==> src/rtl/axis_in_port_if.sv <==
// AXI4-Stream video beat bundle between a pixel source and axis_in_port.
interface axis_in_port_if #(
    parameter int DSIZE = 24
);
    logic [DSIZE-1:0] tdata;
    logic             tvalid;
    logic             tready;
    logic             tuser;
    logic             tlast;

    modport master (output tdata, output tvalid, output tuser, output tlast, input tready);
    modport slave  (input tdata, input tvalid, input tuser, input tlast, output tready);
endinterface

==> src/rtl/axis_in_port.sv <==
// AXI4-Stream video slave for the VDMA write side: geometry check, FIFO write, alignment markers.
// Define AXIS_IN_PAD_EN to pad short lines with zeros instead of abandoning the frame.
module axis_in_port #(
    parameter int DSIZE = 24
) (
    input  logic             clock,
    input  logic             rst_n,
    input  logic             enable,
    input  logic [15:0]      vactive,
    input  logic [15:0]      hactive,
    axis_in_port_if.slave    s,
    input  logic             fifo_afull,
    output logic             wr_en,
    output logic [DSIZE-1:0] wr_data,
    output logic             falign,
    output logic             lalign,
    output logic             ealign,
    output logic             err_early_eol,
    output logic             err_late_eol,
    output logic             err_sof,
    output logic             busy
);

`ifdef AXIS_IN_PAD_EN
    typedef enum logic [1:0] {WAIT_SOF, ACTIVE, DISCARD, PAD} state_t;
`else
    typedef enum logic [1:0] {WAIT_SOF, ACTIVE, DISCARD} state_t;
`endif

    state_t      state;
    logic [15:0] hcnt;
    logic [15:0] vcnt;
    logic [15:0] hmax;
    logic [15:0] vmax;
    logic        accept;
    logic        take;
    logic [15:0] h_eff;
    logic [15:0] v_eff;
    logic        last_line;

    assign hmax   = hactive - 16'd1;
    assign vmax   = vactive - 16'd1;
    assign busy   = (state != WAIT_SOF);
    assign accept = s.tvalid & s.tready;

    always_comb begin
        s.tready = 1'b1;
        unique case (state)
            WAIT_SOF: s.tready = 1'b1;
            ACTIVE:   s.tready = ~fifo_afull;
            DISCARD:  s.tready = 1'b1;
`ifdef AXIS_IN_PAD_EN
            PAD:      s.tready = 1'b0;
`endif
            default:  s.tready = 1'b1;
        endcase
    end

    // A tuser beat restarts the frame, so its position is evaluated as (0,0) before the tlast rules.
    always_comb begin
        take = accept & (((state == WAIT_SOF) & s.tuser & enable) |
                         (state == ACTIVE) |
                         ((state == DISCARD) & s.tuser));
        h_eff     = s.tuser ? '0 : hcnt;
        v_eff     = s.tuser ? '0 : vcnt;
        last_line = (v_eff == vmax);
    end

    always_ff @(posedge clock or negedge rst_n) begin
        if (!rst_n) begin
            state         <= WAIT_SOF;
            hcnt          <= '0;
            vcnt          <= '0;
            wr_en         <= 1'b0;
            wr_data       <= '0;
            falign        <= 1'b0;
            lalign        <= 1'b0;
            ealign        <= 1'b0;
            err_early_eol <= 1'b0;
            err_late_eol  <= 1'b0;
            err_sof       <= 1'b0;
        end else begin
            wr_en         <= 1'b0;
            falign        <= 1'b0;
            lalign        <= 1'b0;
            ealign        <= 1'b0;
            err_early_eol <= 1'b0;
            err_late_eol  <= 1'b0;
            err_sof       <= 1'b0;
            if (take) begin
                wr_en   <= 1'b1;
                wr_data <= s.tdata;
                falign  <= s.tuser;
                lalign  <= (h_eff == '0);
                err_sof <= s.tuser & (state != WAIT_SOF) & ~((hcnt == '0) & (vcnt == '0));
                if (s.tlast && (h_eff < hmax)) begin
                    err_early_eol <= 1'b1;
`ifdef AXIS_IN_PAD_EN
                    hcnt  <= h_eff + 16'd1;
                    vcnt  <= v_eff;
                    state <= PAD;
`else
                    hcnt  <= '0;
                    vcnt  <= '0;
                    state <= WAIT_SOF;
`endif
                end else if (h_eff >= hmax) begin
                    err_late_eol <= ~s.tlast;
                    if (last_line) begin
                        ealign <= 1'b1;
                        hcnt   <= '0;
                        vcnt   <= '0;
                        state  <= WAIT_SOF;
                    end else if (s.tlast) begin
                        hcnt  <= '0;
                        vcnt  <= v_eff + 16'd1;
                        state <= ACTIVE;
                    end else begin
                        hcnt  <= h_eff;
                        vcnt  <= v_eff;
                        state <= DISCARD;
                    end
                end else begin
                    hcnt  <= h_eff + 16'd1;
                    vcnt  <= v_eff;
                    state <= ACTIVE;
                end
            end else if ((state == DISCARD) && accept && s.tlast) begin
                hcnt <= '0;
                if (vcnt == vmax) begin
                    vcnt  <= '0;
                    state <= WAIT_SOF;
                end else begin
                    vcnt  <= vcnt + 16'd1;
                    state <= ACTIVE;
                end
            end
`ifdef AXIS_IN_PAD_EN
            else if ((state == PAD) && !fifo_afull) begin
                wr_en   <= 1'b1;
                wr_data <= '0;
                lalign  <= (hcnt == '0);
                if (hcnt >= hmax) begin
                    hcnt <= '0;
                    if (vcnt == vmax) begin
                        ealign <= 1'b1;
                        vcnt   <= '0;
                        state  <= WAIT_SOF;
                    end else begin
                        vcnt  <= vcnt + 16'd1;
                        state <= ACTIVE;
                    end
                end else begin
                    hcnt <= hcnt + 16'd1;
                end
            end
`endif
        end
    end

endmodule

==> src/flat_wrapper.sv <==
// flat-port wrapper written by rule: the top's interface ports become plain ports
module axis_in_port_flat 
#(
    parameter int DSIZE = 24
)
  (clock, rst_n, enable, vactive, hactive, fifo_afull, wr_en, wr_data, falign, lalign, ealign, err_early_eol, err_late_eol, err_sof, busy, s_tdata, s_tvalid, s_tuser, s_tlast, s_tready);
  axis_in_port_if #(.DSIZE(DSIZE)) s_i ();
  input  logic clock;
  input  logic rst_n;
  input  logic enable;
  input  logic [15:0] vactive;
  input  logic [15:0] hactive;
  input  logic fifo_afull;
  output logic wr_en;
  output logic [DSIZE-1:0] wr_data;
  output logic falign;
  output logic lalign;
  output logic ealign;
  output logic err_early_eol;
  output logic err_late_eol;
  output logic err_sof;
  output logic busy;
  input wire logic [$bits(s_i.tdata)-1:0] s_tdata;
  input wire logic [$bits(s_i.tvalid)-1:0] s_tvalid;
  input wire logic [$bits(s_i.tuser)-1:0] s_tuser;
  input wire logic [$bits(s_i.tlast)-1:0] s_tlast;
  output wire logic [$bits(s_i.tready)-1:0] s_tready;
  assign s_i.tdata = s_tdata;
  assign s_i.tvalid = s_tvalid;
  assign s_i.tuser = s_tuser;
  assign s_i.tlast = s_tlast;
  assign s_tready = s_i.tready;
  axis_in_port #(.DSIZE(DSIZE)) u_core (.clock(clock), .rst_n(rst_n), .enable(enable), .vactive(vactive), .hactive(hactive), .s(s_i), .fifo_afull(fifo_afull), .wr_en(wr_en), .wr_data(wr_data), .falign(falign), .lalign(lalign), .ealign(ealign), .err_early_eol(err_early_eol), .err_late_eol(err_late_eol), .err_sof(err_sof), .busy(busy));
endmodule
==> config.mk <==
export PLATFORM = sky130hd
export DESIGN_NAME = axis_in_port_flat
export DESIGN_NICKNAME = d
export VERILOG_FILES = /design/src/rtl/axis_in_port_if.sv /design/src/rtl/axis_in_port.sv /design/src/flat_wrapper.sv
export SDC_FILE = /design/constraint.sdc
export NUM_CORES = 1
export LEC_CHECK = 0
export CAP_MARGIN = 20
export CORE_MARGIN = 2
export CORE_UTILIZATION = 45
export CTS_BUF_LIST = sky130_fd_sc_hd__clkbuf_8
export CTS_CLUSTER_SIZE = 20
export DETAILED_ROUTE_END_ITERATION = 6
export DONT_BUFFER_PORTS = 1
export PLACE_DENSITY = 0.59
export SETUP_SLACK_MARGIN = 0.2
export SKIP_CTS_REPAIR_TIMING = 1
export SLEW_MARGIN = 40
export SYNTH_ARGS = -nofsm -noshare
export SYNTH_HDL_FRONTEND = slang
export SYNTH_SLANG_ARGS = --single-unit
==> constraint.sdc <==
create_clock -name clock -period 3.6 [get_ports clock]
set_clock_uncertainty 0.15 [all_clocks]
set_input_delay 0.72 -clock clock [delete_from_list [all_inputs] [get_ports clock]]
set_output_delay 0.72 -clock clock [all_outputs]
set_load 0.02 [all_outputs]
==> results of run 1 <==
-- cell usage after synthesis (all sizes together) (7+ instances only) --
master  number
nand2      131
buf         10
or4          9
o21ai       39
a21oi       24
and3         9
xor2         9
nand3b       7
ha          23
inv         27
xnor2       31
nor2b       20
nand3       24
nor3b        7
nor4        16
a32oi        7
nand4        9
nor2        46
dfrtp       65
clkbuf      27
nand2b      11
nor3        25
-- sequential cells by signal (all words and copies together) (netlist names) --
name and flops:
u_core.ealign 1, u_core.err_early_eol 1, u_core.err_late_eol 1, u_core.err_sof 1, u_core.falign 1, u_core.hcnt 16
u_core.lalign 1, u_core.state 2, u_core.vcnt 16, u_core.wr_data 24, u_core.wr_en 1
-- worst max-delay path, delay by kind of cell --
| family | cells | cell delay, ps |
|---|---|---|
| and+or+nand+nor | 9 | 1830 |
| AOI/OAI and AO/OA | 3 | 740 |
| adders and majority gates | 1 | 300 |
| muxes | 1 | 250 |
| buffers and inverters | 1 | 140 |
| xor gates and xnor gates | 1 | 90 |
-- metal layers --
metal,routed length (um),up-vias
li1,-,2581
met1,7760,2565
met2,6910,171
met3,1030,16
met4,173,0
met5,0,-
-- report_power, final --
part | internal [mW] | total, mW | switching [mW]
Sequential | 0.909 | 1.25 | 0.342
Combinational | 0.310 | 0.726 | 0.415
Clock | 0.248 | 0.558 | 0.310
Total | 1.47 | 2.53 | 1.07
-- worst max path at each step --
| stage | startpoint | end | slack (ps) | cells after the start |
|---|---|---|---|---|
| 2_1_floorplan | hactive[4] | u_core.hcnt[5] | -730 | 17 |
| 3_3_place_gp | hactive[4] | u_core.vcnt[3] | -850 | 20 |
| 3_5_place_dp | hactive[4] | u_core.vcnt[7] | -980 | 20 |
| 4_1_cts | hactive[4] | u_core.vcnt[7] | -610 | 20 |
| 5_1_grt | hactive[4] | u_core.vcnt[10] | -600 | 17 |
| 6_report | hactive[4] | u_core.vcnt[8] | -370 | 16 |
-- kinds of logic after synthesis --
kind of cell	Yosys count
AOI/OAI and AO/OA	147
and+or+nand+nor	335
muxes	3
DFF	65
buffers and inverters	65
xor gates and xnor gates	41
adders and majority gates	23
-- final cells by class --
class                      instances  area [um2]
multi-input combinational        549        3720
timing repair buffer             100         857
clock inverter                     7        47.5
clock buffer                       9         124
inverter                          28         105
sequential                        65        1630
fill                            1054        4800
tap                              143         179
==> flow_metrics.tcl, run 1 <==
set metrics [dict create \
    post-route-util_pct 58.1 \
    violations "negative setup slack" \
    max_cap_viol_count 0 \
    grt_use_total_pct 24.2 \
    max_stage_delay_ps 450 \
    routed_wl_um 15900 \
    dp_hpwl_um 11600 \
    die_area_mm2 0.0127 \
    final_nets 839 \
    relSlewSlack_pct 53.5 \
    num_rows 39 \
    drtAntennaViolNets 0 \
    p_leak_nw 2.83 \
    cts_buffers 9 \
    synth_xor_area_share_pct 7.04 \
    initial_core_util_pct 46.2 \
    placed_area_mm2 0.00608 \
    ys_warn_count 0 \
    status "complete, but fails checks" \
    antenna_found_initial 0 \
    power_density_mw_per_mm2 380 \
    final_hold_viol_count 0 \
    synth_simple_gate_area_share_pct 31.1 \
    vias 5333 \
    crit_slowest_cell "or4_4" \
    h-tree-depth 3 \
    pre_cts_ws_ps -978 \
    synth_compound_area_share_pct 19.7 \
    ios 96 \
    cp.arrival_ps 4080 \
    yosysUniqueCellTypes 68 \
    start_kind "input pin" \
    first_global_vias 4889 \
    required_ps 3700 \
    min_period_over_period_pct 110 \
    grt_use_met2_pct 35.5 \
    grt_max_degree 66 \
    synth_top_cell_area_share_pct 30.7 \
    grt_busiest_layer "met1" \
    final_cell_mix "127 x nand2_1, 88 x buf_4, 65 x dfrtp_1" \
    setup_viol 33 \
    rsz0062_at_grt "yes" \
    r2r_end "u_core.vcnt[8]" \
    cts_buffer_depth 2 \
    final_max_slew_viol_count 0 \
    wl_per_cell_um 17.6 \
    path_class "input pin to flip-flop" \
    synth_top_cell_by_area "dfrtp_1" \
    ys_ff_latch 65 \
    synthMuxAreaShare_pct 0.638 \
    endpoint_kind "flip-flop" \
    grt_util_met1_pct 36.1 \
    cts_root_buffer "clkbuf_8" \
    overflow 0 \
    max-vdd-ir-drop_v 0.000400 \
    timing.rr.start "u_core.hcnt[11]" \
    synth_top_family_by_area "simple AND/OR/NAND/NOR gates" \
    setup-tns-final_ps -8290 \
    clk_pin_slew_ps 80 \
    clk_latency_ps 360 \
    fin_hold_ws_ps 86.8 \
    worstPathCellList "nor3_4, nand2b_1, nor4_4, nand2_1, or2_4, nor3_4, xnor2_1, ha_1, nand4_1, or4_4, a221o_1, and3_4, buf_4, o21a_4, a31o_1, mux2_2" \
    synth_fa_ha_area_share_pct 5.43 \
    hold_path_class "input pin to asynchronous set/reset pin" \
    use_met3_pct 5.40 \
    fp.coreArea_mm2 0.0115 \
    final_cells 901 \
    place_inst 872 \
    ys.flop_type "dfrtp_1" \
    synthTopCellsByArea "dfrtp_1 31%, nand2_1 9.3%, ha_1 5.4%" \
    cts_sinks 65 \
    syn_area_per_cell_um2 7.80 \
    design_area_mm2 0.00666 \
    tightest_slew_ps 692 \
    path_max_fanout 6 \
    critPathMostFrequentCell "nor3_4" \
    seq_area_frac_synth_pct 30.7 \
    synth_area_mm2 0.00530 \
    syn-instance-count 679 \
    synth_edf_count 0 \
    r2r_slack_ps 290 \
    final_common_cell "nand2_1" \
    diodes 0 \
    fp.dieH_um 113 \
    viasPerCell 5.92 \
    synth_fp_nets 765 \
    gp_congestion 0.911 \
    drt-pass1-iter-count 5 \
    grt_pass1_wl_um 24900 \
    area_growth_pct 25.8 \
    drive_above_1_share_pct 24.1 \
    finalWorstSetupSlack_ps -375 \
    r2r_cells 11 \
    async_flop_share_pct 100 \
    die_x_um 113 \
    drc 0 \
    period_minus_slack_ps 3970 \
    total_power_mw 2.53 \
    drtIter0Drc 327 \
    port_buffers 0 \
    cts_tree "built" \
    fmax_mhz 252 \
]
Power figures use the tool's default switching activity.
==> run 2: changes to the inputs <==
--- a/config.mk
+++ b/config.mk
@@ -12,7 +12,8 @@
 export CTS_CLUSTER_SIZE = 20
 export DETAILED_ROUTE_END_ITERATION = 6
 export DONT_BUFFER_PORTS = 1
-export PLACE_DENSITY = 0.59
+export GPL_TIMING_DRIVEN = 0
+export PLACE_DENSITY = 0.61
 export SETUP_SLACK_MARGIN = 0.2
 export SKIP_CTS_REPAIR_TIMING = 1
 export SLEW_MARGIN = 40
==> constraint.sdc (replaced) <==
create_clock -name clock -period 3.25 [get_ports clock]
set_clock_uncertainty 0.15 [all_clocks]
set_input_delay 0.65 -clock clock [delete_from_list [all_inputs] [get_ports clock]]
set_output_delay 0.65 -clock clock [all_outputs]
set_load 0.02 [all_outputs]
==> run 2 against run 1 <==
The flow still finishes with violations (negative setup slack). Global-route usage rose by 0.55 points. Core utilization down 0.34 points. Non-clock buffer count decreased by 29. Largest cell class unchanged. Largest power group unchanged.
==> flow_metrics.tcl, run 2 (same netlist as run 1, synthesis figures left out) <==
set metrics [dict create \
    status "complete, but fails checks" \
    violations "negative setup slack" \
    setup-tns-final_ps -29310 \
    p_leak_nw 2.73 \
    first_global_vias 5179 \
    required_ps 3340 \
    relSlewSlack_pct 44.7 \
    die_x_um 113 \
    drc 0 \
    hold_path_class "input pin to asynchronous set/reset pin" \
    overflow 0 \
    drtIter0Drc 374 \
    fmax_mhz 234 \
    wl_per_cell_um 19.0 \
    port_buffers 0 \
    gp_congestion 0.943 \
    endpoint_kind "flip-flop" \
    drt-pass1-iter-count 6 \
    start_kind "input pin" \
    final_max_slew_viol_count 0 \
    final_hold_viol_count 0 \
    clk_latency_ps 360 \
    cts_sinks 65 \
    drive_above_1_share_pct 20.6 \
    grt_max_degree 66 \
    final_nets 810 \
    final_cell_mix "125 x nand2_1, 65 x dfrtp_1, 39 x nor2_1" \
    h-tree-depth 3 \
    dp_hpwl_um 11700 \
    multi_input_area_mm2 0.00392 \
    post-route-util_pct 57.8 \
    grt_use_total_pct 24.7 \
    largest_register "u_core.wr_data" \
    largest_reg_flops 24 \
    drtAntennaViolNets 0 \
    min_period_over_period_pct 132 \
    fp.coreArea_mm2 0.0115 \
    grt_pass1_wl_um 25400 \
    initial_core_util_pct 46.2 \
    finalWorstSetupSlack_ps -1030 \
    tightest_slew_ps 827 \
    clk_pin_slew_ps 80 \
    setup_viol 36 \
    path_class "input pin to flip-flop" \
    seq_area_mm2 0.00163 \
    cts_buffer_depth 2 \
    area_growth_pct 25.0 \
    period_minus_slack_ps 4280 \
    die_area_mm2 0.0127 \
    rsz0062_at_grt "yes" \
    cts_buffers 9 \
    cts_tree "built" \
    fin_hold_ws_ps 2.01 \
    max_cap_viol_count 0 \
    fp.dieH_um 113 \
    top_regs "u_core.wr_data x24, u_core.hcnt x16, u_core.vcnt x16" \
    cts_root_buffer "clkbuf_8" \
    final_common_cell "nand2_1" \
    num_rows 39 \
    cp.arrival_ps 4370 \
    diodes 0 \
    pre_cts_ws_ps -2090 \
    n_fill_cell 1012 \
    routed_wl_um 16600 \
    antenna_found_initial 0 \
    power_density_mw_per_mm2 462 \
    vias 5399 \
    ios 96 \
    path_max_fanout 7 \
    viasPerCell 6.19 \
    max-vdd-ir-drop_v 0.000518 \
]
run 2: worst paths after layout:
| path | start | endpoint | slack [ps] | cells after the start |
|---|---|---|---|---|
| worst max register to register | u_core.vcnt[12] | u_core.vcnt[7] | -460 | 13 |
| min in group clock | s_tlast | u_core.err_late_eol | 190 | 1 |
| worst min-delay path | rst_n | u_core.hcnt[5] | 2 | 1 |
| worst max-delay path | hactive[2] | u_core.hcnt[7] | -1030 | 20 |
| worst min register to register | u_core.hcnt[12] | u_core.hcnt[12] | 380 | 2 |
| max in group asynchronous | rst_n | u_core.vcnt[10] | 2650 | 1 |
run 2: critical path: stages:
cell	delay, ps
nor3_4	220
nand2b_4	90
nor4_4	160
nand2_1	100
or2_4	270
nor4_4	150
xnor2_1	160
ha_1	270
buf_4	140
a21oi_1	150
nor2_1	90
a211oi_4	370
and3_4	300
buf_8	130
nand4_1	150
nand3b_1	280
buf_6	170
o31ai_2	180
o21ai_1	80
a22o_1	230
run 2: stage by stage:
stage | instances | area (um2) | power [mW]
6_report | 872 | 6630 | 3.06
5_1_grt | 872 | 6630 | 3.22
4_1_cts | 838 | 5860 | 2.97
3_5_place_dp | 822 | 5620 | 2.11
3_3_place_gp | 822 | 5610 | 2.08
2_1_floorplan | 679 | 5430 | 1.89
run 2: cell type report:
cell class | count | share of cell area (%)
Buffer | 37 | 3.46
Clock buffer | 9 | 1.87
Clock inverter | 7 | 1.81
Inverter | 28 | 1.64
Multi-Input combinational cell | 549 | 59.1
Sequential cell | 65 | 24.6
Tap cell | 143 | 2.70
Timing Repair Buffer | 34 | 4.85
run 2: report_power, final:
group / leakage (nW) / internal (mW) / switching [mW]
clock network: 0.125 / 0.511 / 0.359
logic: 1.76 / 0.306 / 0.500
registers: 0.840 / 1.01 / 0.377
run 2: layer usage:
layer,GRT usage [%],vias up,part of all wire (%)
met3,3.89,49,4.5
met5,0,-,0
met4,10.2,0,3.2
met2,43.4,187,52
li1,-,2530,-
met1,30.3,2633,40
